### src/rtl/cskip_adder_pipe.sv
// Pipelined carry-skip adder/subtractor with valid/ready flow control.
// Optional signed saturation of the result is enabled by defining CSKIP_SAT_EN.
`timescale 1ns/1ps
module cskip_adder_pipe #(
    parameter int WIDTH = 32,
    parameter int BLOCK = 4,
    parameter int GPS   = 2
) (
    input  logic             clk,
    input  logic             rst_n,
    input  logic             in_valid,
    output logic             in_ready,
    input  logic [WIDTH-1:0] a,
    input  logic [WIDTH-1:0] b,
    input  logic             cin,
    input  logic             op_sub,
    output logic             out_valid,
    input  logic             out_ready,
    output logic [WIDTH-1:0] sum,
    output logic             cout,
    output logic             ovf
);
    localparam int NG     = WIDTH / BLOCK;
    localparam int STAGES = NG / GPS;

    generate
        if ((WIDTH % BLOCK) != 0 || (NG % GPS) != 0) begin : g_param_check
            $error("cskip_adder_pipe: WIDTH must be a multiple of BLOCK and NG a multiple of GPS");
        end
    endgenerate

    // Ripple through one group; the skip path uses XOR-propagate so a
    // generate-and-kill pattern can never be mistaken for a pass-through.
    function automatic logic [BLOCK:0] skip_group(input logic [BLOCK-1:0] ga,
                                                  input logic [BLOCK-1:0] gb,
                                                  input logic             gc);
        logic             c;
        logic [BLOCK-1:0] s;
        logic             p;
        c = gc;
        s = '0;
        for (int i = 0; i < BLOCK; i++) begin
            s[i] = ga[i] ^ gb[i] ^ c;
            c    = (ga[i] & gb[i]) | (c & (ga[i] ^ gb[i]));
        end
        p = &(ga ^ gb);
        return {c | (p & gc), s};
    endfunction

`ifdef CSKIP_SAT_EN
    function automatic logic [WIDTH-1:0] sat_value(input logic neg);
        return neg ? {1'b1, {(WIDTH-1){1'b0}}} : {1'b0, {(WIDTH-1){1'b1}}};
    endfunction
`endif

    logic             adv;
    logic             vld_p  [STAGES];
    logic [WIDTH-1:0] a_p    [STAGES];
    logic [WIDTH-1:0] b_p    [STAGES];
    logic [WIDTH-1:0] sum_p  [STAGES];
    logic             cry_p  [STAGES];

    logic             v_in   [STAGES];
    logic [WIDTH-1:0] a_in   [STAGES];
    logic [WIDTH-1:0] b_in   [STAGES];
    logic [WIDTH-1:0] s_in   [STAGES];
    logic             c_in   [STAGES];
    logic [WIDTH-1:0] sum_nx [STAGES];
    logic             cry_nx [STAGES];

    logic [WIDTH-1:0] sum_q;
    logic             cout_q;
    logic             ovf_q;
    logic             ovf_nx;
    logic [WIDTH-1:0] sum_fin;

    assign out_valid = vld_p[STAGES-1];
    assign adv       = out_ready || !out_valid;
    assign in_ready  = adv;
    assign sum       = sum_q;
    assign cout      = cout_q;
    assign ovf       = ovf_q;

    always_comb begin
        v_in[0] = in_valid;
        a_in[0] = a;
        b_in[0] = op_sub ? ~b : b;
        c_in[0] = op_sub | cin;
        s_in[0] = '0;
        for (int k = 1; k < STAGES; k++) begin
            v_in[k] = vld_p[k-1];
            a_in[k] = a_p[k-1];
            b_in[k] = b_p[k-1];
            c_in[k] = cry_p[k-1];
            s_in[k] = sum_p[k-1];
        end
    end

    always_comb begin
        logic             c;
        logic [BLOCK:0]   grp;
        int               idx;
        c   = 1'b0;
        grp = '0;
        idx = 0;
        for (int k = 0; k < STAGES; k++) begin
            c         = c_in[k];
            sum_nx[k] = s_in[k];
            for (int g = 0; g < GPS; g++) begin
                idx = (k * GPS + g) * BLOCK;
                grp = skip_group(a_in[k][idx +: BLOCK], b_in[k][idx +: BLOCK], c);
                sum_nx[k][idx +: BLOCK] = grp[BLOCK-1:0];
                c = grp[BLOCK];
            end
            cry_nx[k] = c;
        end
    end

    assign ovf_nx = (a_in[STAGES-1][WIDTH-1] == b_in[STAGES-1][WIDTH-1]) &&
                    (sum_nx[STAGES-1][WIDTH-1] != a_in[STAGES-1][WIDTH-1]);

`ifdef CSKIP_SAT_EN
    assign sum_fin = ovf_nx ? sat_value(a_in[STAGES-1][WIDTH-1]) : sum_nx[STAGES-1];
`else
    assign sum_fin = sum_nx[STAGES-1];
`endif

    // Stage boundary: valid bits and the visible result registers
    always_ff @(posedge clk or negedge rst_n) begin
        if (!rst_n) begin
            for (int k = 0; k < STAGES; k++) vld_p[k] <= 1'b0;
            sum_q  <= '0;
            cout_q <= 1'b0;
            ovf_q  <= 1'b0;
        end else if (adv) begin
            for (int k = 0; k < STAGES; k++) vld_p[k] <= v_in[k];
            sum_q  <= sum_fin;
            cout_q <= cry_nx[STAGES-1];
            ovf_q  <= ovf_nx;
        end
    end

    // Stage boundary: intermediate operands, partial sums and carries
    always_ff @(posedge clk) begin
        if (adv) begin
            for (int k = 0; k < STAGES - 1; k++) begin
                a_p[k]   <= a_in[k];
                b_p[k]   <= b_in[k];
                sum_p[k] <= sum_nx[k];
                cry_p[k] <= cry_nx[k];
            end
        end
    end
endmodule

### config.mk
export PLATFORM = sky130hd
export DESIGN_NAME = cskip_adder_pipe
export DESIGN_NICKNAME = d
export VERILOG_FILES = /design/src/rtl/cskip_adder_pipe.sv
export SDC_FILE = /design/constraint.sdc
export NUM_CORES = 1
export LEC_CHECK = 0
export BUFFER_PORTS_ARGS = -buffer_cell sky130_fd_sc_hd__buf_4
export CAP_MARGIN = 40
export CELL_PAD_IN_SITES_DETAIL_PLACEMENT = 0
export CELL_PAD_IN_SITES_GLOBAL_PLACEMENT = 1
export CORE_MARGIN = 4
export CORE_UTILIZATION = 49
export CTS_CLUSTER_SIZE = 40
export DETAILED_ROUTE_END_ITERATION = 8
export PLACE_DENSITY_LB_ADDON = 0.25
export SLEW_MARGIN = 40
export SYNTH_ARGS = -nofsm -noshare
export SYNTH_HDL_FRONTEND = slang
export SYNTH_SLANG_ARGS = --single-unit
### constraint.sdc
create_clock -name clk -period 4.7 [get_ports clk]
set_input_delay 0.235 -clock clk [delete_from_list [all_inputs] [get_ports clk]]
set_output_delay 0.235 -clock clk [all_outputs]
set_load 0.1 [all_outputs]
==> impl_metrics.toml <==
[worst_setup_path]
worstPathMaxFanout = 2
endpoint_kind = "flip-flop"
critPathKind = "reg -> reg"
critical_path_required_ns = 5.06
cp_data_arrival_time_ns = 4.60
reg2regPathDepth = 16
cp-start-kind = "flip-flop"

[routing]
wl_mm = 10.9
drc = 0
drt_iter0_drc = 155
postRouteAntennaNets = 0
via_per_inst = 4.50
drt_pre_antenna_iters = 4
routed-via-count = 3466
wl_per_cell_um = 14.2

[yosys]
synth_nets = 535
synth_cells = 401
yosysWarningCount = 0
synth_seq_cells = 185
synth_seq_area_share = 0.702
synth-async-reset-ratio = 0.205
ys_types = 25
synth_flop_cell = "edfxtp_1"
synth_xor_area_frac = 0.0378
synth_compound_area_frac = 0.0110
synth.most_common_cell = "edfxtp_1"
syn_area_sq_um = 7640
synth.avg_cell_area_sq_um = 19.0
synth_simple_gate_area_frac = 0.0113
synthTopCellsByArea = "edfxtp_1, dfrtp_1, fa_1"
synth-adder-area-share = 0.136
synth_top_family_by_area = "adder cells"
synth_top_area_cell = "edfxtp_1"
netlist.area_leader.share = 0.578
synth_edf_count = 147
ys_top_cells_by_count = "edfxtp_1, inv_1, dfrtp_1"
synth_mux_area_frac = 0.0629

[floorplan]
initial_utilization = 0.501
die_height_um = 133
die-area_sq_um = 17600
pin_count = 106
die_w_um = 133
row_count = 45
core_area_sq_um = 15300

[placed_design]
port_buffers = 105
place_ws_ns = 0.449
place_congestion = 0.763
dp_hpwl_mm = 7.36

[power_and_ir_drop]
swShare = 0.391
p_sw_mw = 2.58
ir_drop_mv = 0.303
p_per_area_nw_per_um2 = 697
intPower_mw = 4.02
power_leakage_nw = 4.05
p_seq_frac = 0.421
p_clk_frac = 0.201
p_total_mw = 6.59
p_comb_frac = 0.379

[timing]
finalCritPeriodShare = 0.902
grt_setup_unrepaired = "false"
finalSetupTns_ns = 0
max_freq_ghz = 0.236
finalWorstSetupSlack_ns = 0.461
worstMarginPinSlew_ns = 0.526
fin_worst_skew_ns = 0.00769
final_hold_viol_count = 0
fin_crit_ns = 4.24
drv_slew = 0
slew_headroom = 0.649
setup_viol = 0

[grt]
grt_pass1_vias = 3819
grt_overflow = 0
grt_pass1_wl_mm = 18.3
gr-usage-all-layers = 0.134
grt_max_degree = 91
antenna_found_initial = 0

[run_status]
status = "complete, no violations"

[finish]
utilization = 0.620
area_growth_pct = 23.9
drive_gt1_frac = 0.308
nets = 680
n_antenna_cell = 0

[clocking]
clkLatencyLatePin_ns = 0.42
htree_levels = 4
root_buffer = "clkbuf_16"
tritoncts.num_buffers = 17
clk_pin_slew_worst_paths_ns = 0.07
cts_sinks = 185
clock_path_buffers = 2
ctsResizeCount = 0
tritoncts = "built"

[min_path]
hold_path_class = "in -> reg"
min_delay_path_depth = 2

[flow_run]
drv_cap = 0
-- final timing paths --
check,start,end,slack (ns)
setup / recovery,b_p[0][88],ovf,0.46
hold / removal,in_valid,v_in[2],0.06
setup reg to reg,b_p[0][88],ovf,0.46
hold reg to reg,b_p[0][27],b_p[0][59],0.41
max in group asynchronous,rst_n,sum[6],4.01
min in group asynchronous,rst_n,sum[19],0.33
-- critical path, stage by stage, from the launching register on --
cell	delay, ns
edfxtp_1	0.39
inv_1	0.09
fa_1	0.17
inv_1	0.05
fa_1	0.43
fa_1	0.39
fa_1	0.37
inv_1	0.07
o21ai_0	0.10
fa_1	0.39
fa_1	0.40
fa_1	0.37
inv_1	0.08
fa_1	0.44
xor2_1	0.15
o21ai_0	0.15
o21a_1	0.13
-- layout by cell type, fill, tap and decap left out, types with 2 or more instances in the layout --
cell type,instances
fa_1,32
xor2_1,33
and3_1,2
clkinvlp_4,2
edfxtp_1,147
ha_1,32
buf_4,107
a21oi_1,2
nand4_1,6
a31oi_1,2
nor2_1,3
clkinv_2,2
mux2_4,29
inv_1,50
inv_8,2
o21a_1,2
buf_12,3
mux2_2,4
dfrtp_1,38
dlygate4sd3_1,25
clkinv_4,3
clkbuf_16,17
clkinv_1,4
o21ai_0,4
-- power by group through the flow --
stage	Clock, mW	Sequential [mW]	Combinational [mW]
floorplan	0	3.89	0.840
global placement	0	2.79	2.45
detailed placement	0	2.82	2.51
CTS	1.36	2.79	2.54
global route	1.43	2.85	2.68
finish	1.32	2.77	2.50
-- repair_timing --
action                    in CTS  in global routing
hold endpoints to repair      62                  0
hold buffers                  25                  0
buffers inserted               0                  0
-- per-layer routing --
metal | track usage | wire (um) | vias up
met2 | 0.234 | 5830 | 82
met4 | 0.0716 | 300 | 0
met5 | 0 | 0 | -
li1 | - | - | 1673
met1 | 0.150 | 4320 | 1691
met3 | 0.0361 | 498 | 20
-- state kept, by name (all words and copies together) (netlist names) --
signal,cells
ovf,1
cry_p,3
sum,32
v_in,3
a_p,48
cout,1
out_valid,1
b_p,48
sum_p,48
-- per-stage QoR --
stage / hold slack [ns] / cells / cell area (sq um)
5_1_grt: 0.0512 / 770 / 9460
3_3_place_gp: 0.243 / 711 / 8620
2_1_floorplan: -0.0606 / 401 / 7640
6_report: 0.0556 / 770 / 9460
3_5_place_dp: 0.256 / 713 / 8660
4_1_cts: 0.0290 / 770 / 9460
-- layout make-up --
type / count / area, sq um
clock buffer: 17 / 425
clock inverter: 15 / 128
fill: 1130 / 5790
inverter: 50 / 188
multi-input combinational: 157 / 1980
sequential: 185 / 5370
tap: 211 / 264
timing repair buffer: 135 / 1110
-- kinds of logic (layout without fill, tap and decap cells) --
family | count (synthesis) | count (layout)
xor+xnor | 33 | 33
flops | 185 | 185
fa+ha+maj | 64 | 64
mux | 33 | 33
simple gates | 14 | 14
buf+inv | 59 | 217
compound gates | 13 | 13
Note: power is estimated with default switching activity, not from simulation.
